File: src/rtl/ub_affine_read_port.sv
// Affine 3-deep loop-nest read port: walks (i0,i1,i2), issues RAM reads at
// offset + sum(stride*i), and returns data in order through a small output FIFO.
module ub_affine_read_port #(
   parameter int DATA_W = 16,
   parameter int ADDR_W = 12,
   parameter int CTRL_W = 16,
   parameter int DEPTH  = 3
) (
   input  logic                    clk,
   input  logic                    rst,
   input  logic                    flush,
   input  logic                    start,
   input  logic [2:0][CTRL_W-1:0]  extent,
   input  logic [2:0][CTRL_W-1:0]  stride,
   input  logic [CTRL_W-1:0]       offset,
   output logic                    rd_ren,
   output logic [ADDR_W-1:0]       rd_addr,
   input  logic [DATA_W-1:0]       rd_data,
   output logic [3*CTRL_W-1:0]     ctrl_vars,
   output logic                    out_valid,
   input  logic                    out_ready,
   output logic [DATA_W-1:0]       out_data,
   output logic                    busy,
   output logic                    done
);

   localparam int PW    = 2 * CTRL_W;
   localparam int PTR_W = (DEPTH > 1) ? $clog2(DEPTH) : 1;
   localparam int CNT_W = $clog2(DEPTH + 1);
   localparam logic [PTR_W-1:0] PTR_LAST = PTR_W'(DEPTH - 1);

   typedef logic [2:0][CTRL_W-1:0] vec3_t;
   typedef enum logic [1:0] {IDLE, RUN, DRAIN} state_t;

   state_t             state_q, state_d;
   vec3_t              ext_q, str_q, idx_q, idx_nxt;
   logic [CTRL_W-1:0]  off_q;
   logic [2:0]         at_max;
   logic               last_issue, ext_zero, issue_ok, drain_empty;
   logic               vld_p1, push, pop;
   logic [PTR_W-1:0]   wr_ptr_q, rd_ptr_q;
   logic [CNT_W-1:0]   cnt_q;
   logic [CNT_W:0]     occ;
   logic [DATA_W-1:0]  fifo_p2 [DEPTH];

   function automatic logic [PW-1:0] widen(input logic [CTRL_W-1:0] v);
      return {{CTRL_W{1'b0}}, v};
   endfunction

   // Full-width sum, then wrap to the RAM address space.
   function automatic logic [ADDR_W-1:0] affine_addr(input vec3_t s, input vec3_t i,
                                                     input logic [CTRL_W-1:0] o);
      return ADDR_W'(widen(o) + widen(s[0]) * widen(i[0])
                              + widen(s[1]) * widen(i[1])
                              + widen(s[2]) * widen(i[2]));
   endfunction

   function automatic logic [PTR_W-1:0] ptr_inc(input logic [PTR_W-1:0] p);
      return (p == PTR_LAST) ? '0 : p + PTR_W'(1);
   endfunction

   always_comb begin
      for (int k = 0; k < 3; k++)
         at_max[k] = (idx_q[k] == ext_q[k] - CTRL_W'(1));
      idx_nxt    = idx_q;
      idx_nxt[2] = at_max[2] ? '0 : idx_q[2] + CTRL_W'(1);
      if (at_max[2])
         idx_nxt[1] = at_max[1] ? '0 : idx_q[1] + CTRL_W'(1);
      if (at_max[2] && at_max[1])
         idx_nxt[0] = at_max[0] ? '0 : idx_q[0] + CTRL_W'(1);
   end

   assign last_issue = &at_max;
   assign ext_zero   = (ext_q[0] == '0) || (ext_q[1] == '0) || (ext_q[2] == '0);
   assign occ        = {1'b0, cnt_q} + (CNT_W + 1)'(vld_p1);
   assign issue_ok   = occ < (CNT_W + 1)'(DEPTH);
   // The final entry may leave in the same cycle done fires.
   assign drain_empty = !vld_p1 && ((cnt_q == '0) || ((cnt_q == CNT_W'(1)) && out_ready));

   assign rd_addr   = affine_addr(str_q, idx_q, off_q);
   assign ctrl_vars = {idx_q[0], idx_q[1], idx_q[2]};
   assign busy      = (state_q != IDLE) && !rst;
   assign out_valid = (cnt_q != '0) && !rst;
   assign out_data  = fifo_p2[rd_ptr_q];
   assign push      = vld_p1;
   assign pop       = out_valid && out_ready;

   always_comb begin
      state_d = state_q;
      rd_ren  = 1'b0;
      done    = 1'b0;
      case (state_q)
         IDLE:  if (start) state_d = RUN;
         RUN: begin
            if (ext_zero) begin
               state_d = DRAIN;
            end else if (issue_ok) begin
               rd_ren = 1'b1;
               if (last_issue) state_d = DRAIN;
            end
         end
         DRAIN: begin
            if (drain_empty) begin
               done    = 1'b1;
               state_d = IDLE;
            end
         end
         default: state_d = IDLE;
      endcase
      if (flush) begin
         state_d = IDLE;
         done    = 1'b0;
      end
      if (rst) begin
         state_d = IDLE;
         rd_ren  = 1'b0;
         done    = 1'b0;
      end
   end

   // p0 -> p1: issue registered; read data returns alongside vld_p1
   always_ff @(posedge clk) begin
      if (rst || flush) begin
         state_q  <= IDLE;
         idx_q    <= '0;
         vld_p1   <= 1'b0;
         wr_ptr_q <= '0;
         rd_ptr_q <= '0;
         cnt_q    <= '0;
      end else begin
         state_q <= state_d;
         vld_p1  <= rd_ren;
         if (rd_ren) idx_q <= idx_nxt;
         if (push) wr_ptr_q <= ptr_inc(wr_ptr_q);
         if (pop) rd_ptr_q <= ptr_inc(rd_ptr_q);
         case ({push, pop})
            2'b10:   cnt_q <= cnt_q + CNT_W'(1);
            2'b01:   cnt_q <= cnt_q - CNT_W'(1);
            default: cnt_q <= cnt_q;
         endcase
      end
   end

   // p1 -> p2: returning data lands in the output FIFO
   always_ff @(posedge clk) begin
      if (state_q == IDLE && start) begin
         ext_q <= extent;
         str_q <= stride;
         off_q <= offset;
      end
      if (push) fifo_p2[wr_ptr_q] <= rd_data;
   end

endmodule

File: config.mk
export PLATFORM = sky130hd
export DESIGN_NAME = ub_affine_read_port
export DESIGN_NICKNAME = d
export VERILOG_FILES = /design/src/rtl/ub_affine_read_port.sv
export SDC_FILE = /design/constraint.sdc
export NUM_CORES = 1
export LEC_CHECK = 0
export ABC_AREA = 1
export BUFFER_PORTS_ARGS = -buffer_cell sky130_fd_sc_hd__buf_2
export CORE_MARGIN = 2
export CORE_UTILIZATION = 45
export DETAILED_ROUTE_END_ITERATION = 7
export GPL_TIMING_DRIVEN = 0
export PLACE_DENSITY = 0.67
export SLEW_MARGIN = 15
export SYNTH_ARGS = -nofsm -noshare
export SYNTH_HDL_FRONTEND = slang
export SYNTH_SLANG_ARGS = --single-unit
File: constraint.sdc
create_clock -name clk -period 12.3 [get_ports clk]
set_input_delay 1.845 -clock clk [delete_from_list [all_inputs] [get_ports clk]]
set_output_delay 1.845 -clock clk [all_outputs]
set_load 0.03 [all_outputs]
==> results.sh <==
export IMPL_syn_num_nets=2638
export IMPL_ant_nets=0
export IMPL_holdPathStages=2
export IMPL_r2r_worst_path_cells=16
export IMPL_grt_ovfl_total=0
export IMPL_synth_area_leaders="edfxtp_1 24%, fa_1 17%, nand2_1 13%, inv_1 10%, ha_1 7.1%"
export IMPL_drc=0
export IMPL_drt_wl_total_mm=45.7
export IMPL_worstSetupPathType="flip-flop to output pin"
export IMPL_rows=73
export IMPL_cts_buffer_depth=3
export IMPL_io_pins=213
export IMPL_slew_headroom=0.469
export IMPL_drive_gt1_frac=0.118
export IMPL_max_freq_mhz=106
export IMPL_die_y_um=204
export IMPL_synth_top_area_cell="edfxtp_1"
export IMPL_cts_sinks=203
export IMPL_status="finished clean"
export IMPL_design_core_area_um2=39600
export IMPL_hp_class="flip-flop to flip-flop"
export IMPL_h_tree_depth=1
export IMPL_ys_ff_latch=203
export IMPL_vias_per_cell=4.86
export IMPL_synthFlopType="edfxtp_1"
export IMPL_synth_top_area_frac=0.240
export IMPL_rsz0062_at_grt="false"
export IMPL_dr_pass1_iters=6
export IMPL_cts_tree="done"
export IMPL_critPathMaxStageDelay_ns=0.56
export IMPL_cap_violations=0
export IMPL_required_ns=10.45
export IMPL_clk_latency_ns=0.56
export IMPL_dp_cells=2971
export IMPL_root_buffer="clkbuf_16"
export IMPL_start_util=0.454
export IMPL_tns_ns=0
export IMPL_nets=2865
export IMPL_antenna_found_initial=1
export IMPL_area_growth_pct=14.1
export IMPL_wl_per_cell_um=15.2
export IMPL_worst_pin_slew_ns=0.796
export IMPL_setup_viol=0
export IMPL_track_usage=0.225
export IMPL_post_cts_setup_buffers=0
export IMPL_cp_start_kind="flip-flop"
export IMPL_cts_buffers=25
export IMPL_drv_slew=0
export IMPL_synth_edf_count=144
export IMPL_path_buf_inv=9
export IMPL_syn_inst=2246
export IMPL_slowest_stage="fa_1"
export IMPL_ys_seq_area_frac=0.306
export IMPL_syn_area_per_cell_um2=8.01
export IMPL_grt_pass1_vias=14600
export IMPL_dieArea_um2=41600
export IMPL_period_share=0.767
export IMPL_synth_cell_types=50
export IMPL_worst_setup_path_end_kind="output pin"
export IMPL_fill_cells=3819
export IMPL_power_leakage_nw=10.5
export IMPL_grt_pass1_wl_mm=74.3
export IMPL_layoutNonFillerInstCount=3017
export IMPL_crit_arrival_ns=7.59
export IMPL_ir_drop_uv=99.3
export IMPL_drt_initial_drc_count=895
export IMPL_final_hold_violation_count=0
export IMPL_ys_async_sr_fraction=0
export IMPL_port_buffers=196
export IMPL_grt_max_degree=66
export IMPL_die_w_um=204
export IMPL_gp_congestion=0.928
export IMPL_post_synth_instance_area_um2=18000
export IMPL_skew_ns=0.0199
export IMPL_post_cts_resized=0
export IMPL_cts_hold_buf=0
export IMPL_worst_path_max_fanout=10
export IMPL_fin_crit_ns=9.44
export IMPL_cp_depth=25
export IMPL_powerDensity_nw_per_um2=81.6
export IMPL_cts_clk_slew_worst_paths_ns=0.06
export IMPL_hpwlAfterDp_mm=37.5
export IMPL_route_vias_total=14700
export IMPL_cpLargestDelayFamily="adder cells"
export IMPL_crit_top_cell="fa_1"
export IMPL_yosysWarnings=0
cell families after synthesis:
logic type,after synthesis,share of synthesized area
AO/OA/AOI/OAI,114,0.0341
XOR/XNOR,117,0.0585
adder cells (fa/ha/maj),259,0.246
buffers and inverters,566,0.121
flip-flops,203,0.306
AND/OR/NAND/NOR,987,0.235
synth_stat cells, drive strengths merged (2+ instances only):
master  number
nand2      607
inv        489
nor2       173
fa         157
edfxtp     144
nand3      108
ha         102
xor2        84
a21oi       83
dfxtp       59
clkbuf      53
nand4       37
xnor2       31
nor3        29
buf         23
nand3b      18
o21ai       16
nor4         6
nor3b        4
a211oi       3
o21bai       3
o21a         2
or2          2
xnor3        2
tightest hold or removal path: cells and delay by family, from the launching register on:
kind             cells  cell delay, ns
AND/OR/NAND/NOR      1            0.07
flip-flops           1            0.33
AO/OA/AOI/OAI        1            0.06
cells in the final DEF (no fill, tap or decap), types with 5 or more instances in the layout:
cell,netlist,routed
inv_1,485,484
nor2_1,158,158
edfxtp_1,144,144
xnor2_1,31,31
clkbuf_1,53,58
dfxtp_1,59,59
nand3b_1,18,18
nor2_4,7,7
buf_4,4,5
a21oi_1,83,83
nor2_2,8,8
nor3_1,27,25
clkbuf_16,0,25
nand4_1,35,35
xor2_1,84,84
nand2_2,6,6
nand2_1,601,601
ha_1,102,102
fa_1,157,157
nand3_1,106,106
nor4_1,6,6
buf_2,15,211
o21ai_0,16,16
cell type report:
cell class,instances,area (µm²),share of cell area
multi-input cells,1477,10300,0.503
flip-flops and latches,203,5510,0.268
plain buffers,76,334,0.0163
inverters,490,1840,0.0898
clock inverters,14,170,0.00829
clock buffers,31,658,0.0321
repair buffers,200,1040,0.0506
diodes,1,2.50,0.000122
well taps,525,657,0.0320
metrics by stage:
stage / hold slack [ns] / util / power (mW) / area [µm²] / setup slack [ns]
detailed placement: 0.487 / 0.497 / 0.939 / 19700 / 3.38
global placement: 0.468 / 0.495 / 0.937 / 19600 / 3.50
finish: 0.496 / 0.518 / 1.67 / 20500 / 2.86
global route: 0.521 / 0.518 / 1.74 / 20500 / 2.45
floorplan: 0.458 / - / 0.880 / 18000 / 3.91
CTS: 0.499 / 0.518 / 1.70 / 20500 / 2.77
power breakdown:
part / switching [mW] / internal [mW] / leakage, nW
sequential: 0.0196 / 0.759 / 1.84
combinational: 0.0942 / 0.0516 / 8.27
clock: 0.305 / 0.445 / 0.391
routing by layer:
layer | share of wire | global-route usage | up-vias
li1 | - | - | 7313
met1 | 0.45 | 0.309 | 6902
met2 | 0.47 | 0.374 | 382
met3 | 0.057 | 0.0269 | 62
met4 | 0.025 | 0.0644 | 0
met5 | 0 | 0 | -
state kept, by name, indices dropped and copies added (netlist names), named ones only:
name / count
wr_ptr_q: 2
cnt_q: 2
push: 1
ext_q: 48
str_q: 36
fifo_p2: 48
off_q: 12
state_q: 2
ctrl_vars: 48
rd_ptr_q: 2
worst paths after layout:
kind,start,to,slack [ns]
setup / recovery,ctrl_vars[3],rd_addr[11],2.86
hold / removal,wr_ptr_q[1],wr_ptr_q[1],0.50
setup reg to reg,ext_q[32],ctrl_vars[38],9.37
hold reg to reg,wr_ptr_q[1],wr_ptr_q[1],0.50
Power figures use the tool's default switching activity.
